==> src/rtl/ball_mover.sv <==
// Per-frame ball kinematics: fetches sin/cos of the heading from an external
// table, integrates fixed-point position, clamps at the walls and reflects the heading.
module ball_mover #(
    parameter int THETA_WIDTH = 6,
    parameter int X_WIDTH     = 10,
    parameter int Y_WIDTH     = 10,
    parameter int FRAC        = 7,
    parameter int X_MAX       = 639,
    parameter int Y_MAX       = 479
) (
    input  logic                   CLK,
    input  logic                   RST,
    input  logic                   tick_i,
    input  logic [2:0]             speed_i,
    input  logic                   serve_i,
    input  logic [X_WIDTH-1:0]     serve_x_i,
    input  logic [Y_WIDTH-1:0]     serve_y_i,
    input  logic [THETA_WIDTH-1:0] serve_theta_i,
    output logic [THETA_WIDTH-1:0] theta_o,
    input  logic [7:0]             sin_i,
    output logic [X_WIDTH-1:0]     x_o,
    output logic [Y_WIDTH-1:0]     y_o,
    output logic [THETA_WIDTH-1:0] heading_o,
    output logic                   busy_o,
    output logic                   done_o,
    output logic                   hit_x_o,
    output logic                   hit_y_o
);

    localparam int XW  = X_WIDTH + FRAC;
    localparam int YW  = Y_WIDTH + FRAC;
    localparam int NXW = XW + 2;
    localparam int NYW = YW + 2;

    localparam logic [THETA_WIDTH-1:0] QUARTER = THETA_WIDTH'(32'd1 << (THETA_WIDTH - 2));
    localparam logic [THETA_WIDTH-1:0] HALF    = THETA_WIDTH'(32'd1 << (THETA_WIDTH - 1));

    // First out-of-range value: anything at or above it exceeds the last legal integer position.
    localparam logic signed [NXW-1:0] X_LIM   = NXW'((X_MAX + 32'sd1) << FRAC);
    localparam logic signed [NYW-1:0] Y_LIM   = NYW'((Y_MAX + 32'sd1) << FRAC);
    localparam logic [XW-1:0]         X_CLAMP = XW'(X_MAX << FRAC);
    localparam logic [YW-1:0]         Y_CLAMP = YW'(Y_MAX << FRAC);
    localparam logic [XW-1:0]         X_RST   = XW'((X_MAX / 32'sd2) << FRAC);
    localparam logic [YW-1:0]         Y_RST   = YW'((Y_MAX / 32'sd2) << FRAC);

    typedef enum logic [2:0] {
        S_IDLE   = 3'd0,
        S_SIN    = 3'd1,
        S_COS    = 3'd2,
        S_MOVE   = 3'd3,
        S_BOUNCE = 3'd4
    } state_t;

    state_t                  state_q, state_d;
    logic [XW-1:0]           xf_q, xf_d;
    logic [YW-1:0]           yf_q, yf_d;
    logic [THETA_WIDTH-1:0]  heading_q, heading_d;
    logic [THETA_WIDTH-1:0]  theta_q, theta_d;
    logic signed [7:0]       s_q, s_d, c_q, c_d;
    logic signed [NXW-1:0]   nx_q, nx_d;
    logic signed [NYW-1:0]   ny_q, ny_d;
    logic                    busy_q, busy_d;
    logic                    done_q, done_d;
    logic                    hit_x_q, hit_x_d;
    logic                    hit_y_q, hit_y_d;

    logic signed [10:0]      dx_s, dy_s;
    logic [XW-1:0]           xf_bounce_s;
    logic [YW-1:0]           yf_bounce_s;
    logic                    hx_s, hy_s;
    logic [THETA_WIDTH-1:0]  heading_bounce_s;

    // Velocity: latched trig values scaled by the unsigned speed (max |127*7| fits 11 bits signed).
    always_comb begin
        dx_s = $signed({{3{c_q[7]}}, c_q}) * $signed({8'd0, speed_i});
        dy_s = $signed({{3{s_q[7]}}, s_q}) * $signed({8'd0, speed_i});
    end

    // Wall clamp and heading reflection applied to the candidate position.
    always_comb begin
        if (nx_q[NXW-1]) begin
            xf_bounce_s = '0;
            hx_s        = 1'b1;
        end else if (nx_q >= X_LIM) begin
            xf_bounce_s = X_CLAMP;
            hx_s        = 1'b1;
        end else begin
            xf_bounce_s = nx_q[XW-1:0];
            hx_s        = 1'b0;
        end
        if (ny_q[NYW-1]) begin
            yf_bounce_s = '0;
            hy_s        = 1'b1;
        end else if (ny_q >= Y_LIM) begin
            yf_bounce_s = Y_CLAMP;
            hy_s        = 1'b1;
        end else begin
            yf_bounce_s = ny_q[YW-1:0];
            hy_s        = 1'b0;
        end
        case ({hx_s, hy_s})
            2'b01:   heading_bounce_s = -heading_q;
            2'b10:   heading_bounce_s = HALF - heading_q;
            2'b11:   heading_bounce_s = heading_q + HALF;
            default: heading_bounce_s = heading_q;
        endcase
    end

    // Next-state and datapath control; serve overrides everything, including a pending tick.
    always_comb begin
        state_d   = state_q;
        xf_d      = xf_q;
        yf_d      = yf_q;
        heading_d = heading_q;
        theta_d   = theta_q;
        s_d       = s_q;
        c_d       = c_q;
        nx_d      = nx_q;
        ny_d      = ny_q;
        done_d    = 1'b0;
        hit_x_d   = 1'b0;
        hit_y_d   = 1'b0;
        if (serve_i) begin
            state_d   = S_IDLE;
            xf_d      = XW'(serve_x_i) << FRAC;
            yf_d      = YW'(serve_y_i) << FRAC;
            heading_d = serve_theta_i;
            theta_d   = serve_theta_i;
        end else begin
            case (state_q)
                S_IDLE: begin
                    theta_d = heading_q;
                    if (tick_i) begin
                        state_d = S_SIN;
                    end else begin
                        state_d = S_IDLE;
                    end
                end
                S_SIN: begin
                    s_d     = sin_i;
                    theta_d = heading_q + QUARTER;
                    state_d = S_COS;
                end
                S_COS: begin
                    c_d     = sin_i;
                    theta_d = heading_q;
                    state_d = S_MOVE;
                end
                S_MOVE: begin
                    nx_d    = $signed({2'b00, xf_q}) + $signed({{(NXW-11){dx_s[10]}}, dx_s});
                    ny_d    = $signed({2'b00, yf_q}) + $signed({{(NYW-11){dy_s[10]}}, dy_s});
                    state_d = S_BOUNCE;
                end
                S_BOUNCE: begin
                    xf_d      = xf_bounce_s;
                    yf_d      = yf_bounce_s;
                    heading_d = heading_bounce_s;
                    theta_d   = heading_bounce_s;
                    done_d    = 1'b1;
                    hit_x_d   = hx_s;
                    hit_y_d   = hy_s;
                    state_d   = S_IDLE;
                end
                default: begin
                    theta_d = heading_q;
                    state_d = S_IDLE;
                end
            endcase
        end
        busy_d = (state_d != S_IDLE);
    end

    // State and datapath registers.
    always_ff @(posedge CLK or posedge RST) begin
        if (RST) begin
            state_q   <= S_IDLE;
            xf_q      <= X_RST;
            yf_q      <= Y_RST;
            heading_q <= '0;
            theta_q   <= '0;
            s_q       <= 8'sd0;
            c_q       <= 8'sd0;
            nx_q      <= '0;
            ny_q      <= '0;
            busy_q    <= 1'b0;
            done_q    <= 1'b0;
            hit_x_q   <= 1'b0;
            hit_y_q   <= 1'b0;
        end else begin
            state_q   <= state_d;
            xf_q      <= xf_d;
            yf_q      <= yf_d;
            heading_q <= heading_d;
            theta_q   <= theta_d;
            s_q       <= s_d;
            c_q       <= c_d;
            nx_q      <= nx_d;
            ny_q      <= ny_d;
            busy_q    <= busy_d;
            done_q    <= done_d;
            hit_x_q   <= hit_x_d;
            hit_y_q   <= hit_y_d;
        end
    end

    assign theta_o   = theta_q;
    assign x_o       = xf_q[XW-1:FRAC];
    assign y_o       = yf_q[YW-1:FRAC];
    assign heading_o = heading_q;
    assign busy_o    = busy_q;
    assign done_o    = done_q;
    assign hit_x_o   = hit_x_q;
    assign hit_y_o   = hit_y_q;

endmodule

==> config.mk <==
export PLATFORM = sky130hd
export DESIGN_NAME = ball_mover
export DESIGN_NICKNAME = d
export VERILOG_FILES = /design/src/rtl/ball_mover.sv
export SDC_FILE = /design/constraint.sdc
export NUM_CORES = 1
export LEC_CHECK = 0
export CORE_MARGIN = 2
export CORE_UTILIZATION = 63
export CTS_BUF_LIST = sky130_fd_sc_hd__clkbuf_16
export CTS_CLUSTER_DIAMETER = 80
export CTS_CLUSTER_SIZE = 16
export DETAILED_ROUTE_END_ITERATION = 12
export PLACE_DENSITY = 0.86
export SLEW_MARGIN = 15
export SYNTH_ARGS = -nofsm -noshare
export SYNTH_HDL_FRONTEND = slang
export SYNTH_SLANG_ARGS = --single-unit
==> constraint.sdc <==
create_clock -name CLK -period 7.75 [get_ports CLK]
set_input_delay 1.1625 -clock CLK [delete_from_list [all_inputs] [get_ports CLK]]
set_output_delay 1.1625 -clock CLK [all_outputs]
set_load 0.01 [all_outputs]
# Word level (Yosys, flattened, before mapping)
# Index checks and enable logic that the tools add are counted.
dict set report word_totals {
  wordCells 64
  regBits 107
  out_inout_bits 36
  inputBits 41
}
dict set report classes {
  bitwise_logic 1
  addsub 6
  mul 2
  n_mux 26
  n_lt_le_gt_ge 2
  reduce_logical 6
  eq_ne 8
}
# op n
set op_table {}
lappend op_table {{17-bit 2-to-1 mux} 8}
lappend op_table {{18-bit by 11-bit adder with 19-bit output} 2}
lappend op_table {{6-bit one-hot mux with 3 select lines} 2}
lappend op_table {{8-bit by 4-bit multiplier with 11-bit output} 2}
lappend op_table {{19-bit by 17-bit greater-or-equal comparator with 1-bit output (second input constant)} 1}
lappend op_table {{19-bit by 18-bit greater-or-equal comparator with 1-bit output (second input constant)} 1}
lappend op_table {{6-bit 2-to-1 mux} 3}
lappend op_table {{3-bit one-hot mux with 4 select lines} 1}
lappend op_table {{1-bit 2-to-1 mux} 11}
lappend op_table {{6-bit by 5-bit adder with 6-bit output (second input constant)} 1}
lappend op_table {{6-bit adder (second input constant)} 1}
lappend op_table {{3-bit by 2-bit equality test with 1-bit output (second input constant)} 2}
lappend op_table {{6-bit negator} 1}
lappend op_table {{2-bit AND reduction} 3}
lappend op_table {{6-bit subtractor (first input constant)} 1}
lappend op_table {{2-bit equality test (second input constant)} 2}
lappend op_table {{3-bit by 1-bit equality test with 1-bit output (second input constant)} 1}
lappend op_table {{3-bit equality test (second input constant)} 1}
lappend op_table {{3-bit logical NOT} 1}
lappend op_table {{3-bit 2-to-1 mux} 1}
lappend op_table {{3-bit nonzero test} 1}
lappend op_table {{2-bit by 1-bit equality test with 1-bit output (second input constant)} 1}
lappend op_table {{2-bit inequality test (second input constant)} 1}
lappend op_table {{2-bit nonzero test} 1}
lappend op_table {{1-bit inverter} 1}

# Logic depth before layout (Yosys ltp)
dict set report logic_depth {
  word_depth 7
  ltp_mapped 22
  ltp_nobuf 20
}

# Least setup slack after synthesis
# OpenSTA, ideal clock, no wires.
dict set report synth_path {
  path_kind {input-to-reg}
  from {input port speed_i[1]}
  to {register nx_q[15]}
  setup_time_ns 0.136
  arrival_ns 5.324
  path_slack_ns 2.290
  path_buffers 1
  t_required_ns 7.614
  cell_stages 21
  path_cell_list {clkbuf_1 -> and2_1 -> ha_1 -> inv_1 -> fa_1 -> inv_1 -> ha_1 -> nor2b_1 -> o21a_1 -> a311oi_2 -> a21oi_1 -> xnor2_2 -> inv_1 -> ha_1 -> a21o_1 -> a211oi_1 -> nor2_1 -> o21a_1 -> a311oi_1 -> xor2_1 -> o21ai_0}
}
dict set report synth_via {
  elab_chain_len 2
}
# item line
set synth_rtl {}
lappend synth_rtl {{start, declared} 14} ;# input logic [2:0] speed_i,
lappend synth_rtl {{8-bit by 4-bit multiplier with 11-bit output} 75} ;# dx_s = $signed({{3{c_q[7]}}, c_q}) * $signed({8'd0, speed_i});
lappend synth_rtl {{18-bit by 11-bit adder with 19-bit output} 150} ;# nx_d = $signed({2'b00, xf_q}) + $signed({{(NXW-11){dx_s[10]}}, dx_s});
lappend synth_rtl {{end signal, assigned} 197} ;# nx_q <= nx_d;
lappend synth_rtl {{end, declared} 60} ;# logic signed [NXW-1:0] nx_q, nx_d;
# No other way between the ends.
# A chain may end at the register's enable or synchronous reset.

# Worst setup path after layout
# Ends and elaborated chain as after synthesis.

==> results.cfg <==
[outcome]
status = finished clean

[hold_path]
holdPathEnd = nx_q[2]
hp-start = nx_q[2]
hold_depth = 2
hp-class = reg -> reg

[routing]
finalWirelength_mm = 16.77
top_layer = met4
wl_met3_um = 839
routed-wl-met2_mm = 8.096
postRouteAntennaNets = 0
route.detailed.wl_per_inst_um = 15.42
firstDrtPassIters = 5
drt_iter0_drc = 504
viasPerCell = 5.721
drc_errors = 0
vias = 6224
met1_length_mm = 7.689

[finish]
fin_util_pct = 71.96
syn_to_final_growth_pct = 12.70
drive_above_1_share_pct = 8.297
finalNetCount = 1050
diodes = 0

[global_route]
grt_pass1_wl_mm = 28.39
track_usage_pct = 26.50
grt-ovfl-total = 0
grt_max_degree = 78
grt_pass1_vias = 6009
antenna_found_initial = 0

[synthesis]
synthArstFlopShare_pct = 100.0
syn_area_um2 = 7959
synthTopCellsByCount = nand2_1, dfrtp_1, inv_1, ha_1, o21ai_0
synth_adder_area_share_pct = 17.10
synth_top_area_share_pct = 29.24
synth_edf_count = 0
synth_top_family_by_area = compound AO/OA/AOI/OAI gates
yosysUniqueCellTypes = 67
ys_seq_area_share_pct = 33.86
synthXorXnorAreaFrac_pct = 5.707
synth.avg_cell_area_um2 = 9.106
yosys.area_share.simple_pct = 15.44
synthFlopType = dfrtp_1
ys_top_cells_by_area = dfrtp_1, ha_1, nand2_1
muxShareOfSynthArea_pct = 3.018
synth_top_cell_by_area = dfrtp_1
netlist_instances = 874
synth_compound_area_share_pct = 17.36
ys_seq_elements = 107
syn_nets = 1013
ys_warn_count = 0
synth.most_common_cell = nand2_1

[sta]
whs_ns = 0.4808
hold_violations = 0
finClkSkew_ns = 0.01111
slew_violations = 0
max_freq_ghz = 0.1632
setup_tns_ns = 0
period_share_pct = 79.06
setup_viol = 0
rsz0062_at_grt = false
relSlewSlack_pct = 36.82
period_minus_slack_ns = 6.127
tightest_slew_ns = 0.9478

[critical_path]
arrival_ns = 6.34
critPathCaptureType = register
cp_data_required_time_ns = 7.96
ff2ff_setup_slack_ns = 2.80
rr_endpoint = nx_q[15]
cp-start-kind = primary input
crit_type = in -> reg
cp_max_fo = 16
reg2reg_depth = 20
reg2reg_from = c_q[2]

[clock_tree]
cts_setup_buffers = 0
clkSlewWorstSetupHoldPaths_ns = 0.07
cts_resized = 0
clockBufferDepth = 2
cts_hold_buf = 0
cts_root_buffer = clkbuf_16
clock-sinks = 107
cts-buffers-inserted = 9
insertion_delay_ns = 0.36
cts_tree = built
htreeDepth = 3

[placement]
dp_hpwl_mm = 12.63
place.gp.congestion = 0.8723
port_buffers = 76

[power]
peakVddDrop_v = 0.0002391
total_power_w = 0.003368
power_leakage_nw = 4.263
powerDensity_nw_per_um2 = 375.5

[die]
fp.dieH_um = 116.4
die-area_um2 = 13550
dieWidth_um = 116.4
initial_utilization_pct = 63.85
coreArea_um2 = 12470
io_pins = 77
num_rows = 41

[run]
maxCapViolations = 0
critical path: stages:
cell,delay (ns)
clkdlybuf4s50_1,0.66
and2_1,0.27
ha_1,0.27
inv_1,0.05
fa_1,0.53
inv_1,0.04
ha_1,0.32
nor2b_1,0.15
o21a_1,0.19
a311oi_2,0.33
a21oi_1,0.15
xnor2_2,0.29
inv_1,0.23
ha_1,0.39
a21o_1,0.20
a211oi_1,0.31
nor2_1,0.08
o21a_1,0.17
a311oi_1,0.30
xor2_1,0.17
o21ai_0,0.08
power by group:
part	switching (W)	internal (W)
logic	0.00119	0.000899
clock network	0.000213	0.000251
registers	0.000112	0.000699
total	0.00152	0.00185
state kept, by name, indices dropped and copies added (netlist names), named ones only:
register and flops:
busy_o 1, c_q 8, done_o 1, heading_o 5, hit_x_o 1, hit_y_o 1
nx_q 19, ny_q 19, s_q 8, state_q 3, theta_o 6, xf_q 17
yf_q 17
how the worst max path moves through the flow:
stage,startpoint,to,cells after the start
after floorplan,speed_i[1],nx_q[15],21
after detailed placement,speed_i[1],nx_q[15],21
final,speed_i[1],nx_q[15],21
after global placement,speed_i[1],nx_q[15],21
after CTS,speed_i[1],nx_q[15],21
after global routing,speed_i[1],nx_q[15],21
per-layer routing:
layer | track usage, % | vias up
met5 | 0 | -
met3 | 5.034 | 18
li1 | - | 3052
met2 | 44.73 | 186
met1 | 35.77 | 2968
met4 | 5.952 | 0
per-stage QoR:
step,instance area [um2],cells,worst slack [ns]
2_1_floorplan,7959,874,2.290
3_3_place_gp,8673,1072,1.442
3_5_place_dp,8673,1072,1.253
4_1_cts,8970,1088,1.610
5_1_grt,8970,1088,1.203
6_report,8970,1088,1.623
area by class of cell:
class | instances | area [um2]
Multi-Input combinational cell | 631 | 4671
Fill cell | 930 | 3496
Sequential cell | 107 | 2695
Timing Repair Buffer | 79 | 778.2
Inverter | 83 | 314.1
Clock buffer | 9 | 225.2
Tap cell | 172 | 215.2
Clock inverter | 7 | 71.32
cells in the final DEF (no fill, tap or decap), drive strengths merged, types with 3 or more instances in the layout:
cell type	n
mux2	21
and3	5
clkdlybuf4s50	75
a21o	12
a311oi	3
a221o	3
a211oi	10
nand2	100
inv	86
or2	3
a22oi	17
nor2	42
o21bai	4
ha	80
xor2	22
clkinv	3
or3	5
fa	18
nor2b	9
o21a	7
a31oi	3
nor3	18
and2	39
nand4	4
nor4	5
dfstp	14
nand3	12
o2111ai	3
clkbuf	9
dfrtp	93
xnor2	29
o31ai	8
o21ai	69
a22o	14
a21oi	48
buf	4
cell families after synthesis:
group	count (synthesis)
DFF	107
muxes	21
AOI/OAI and AO/OA	211
xor gates and xnor gates	51
and+or+nand+nor	250
adders and majority gates	98
buffers and inverters	136
Note: power is estimated with default switching activity, not from simulation.
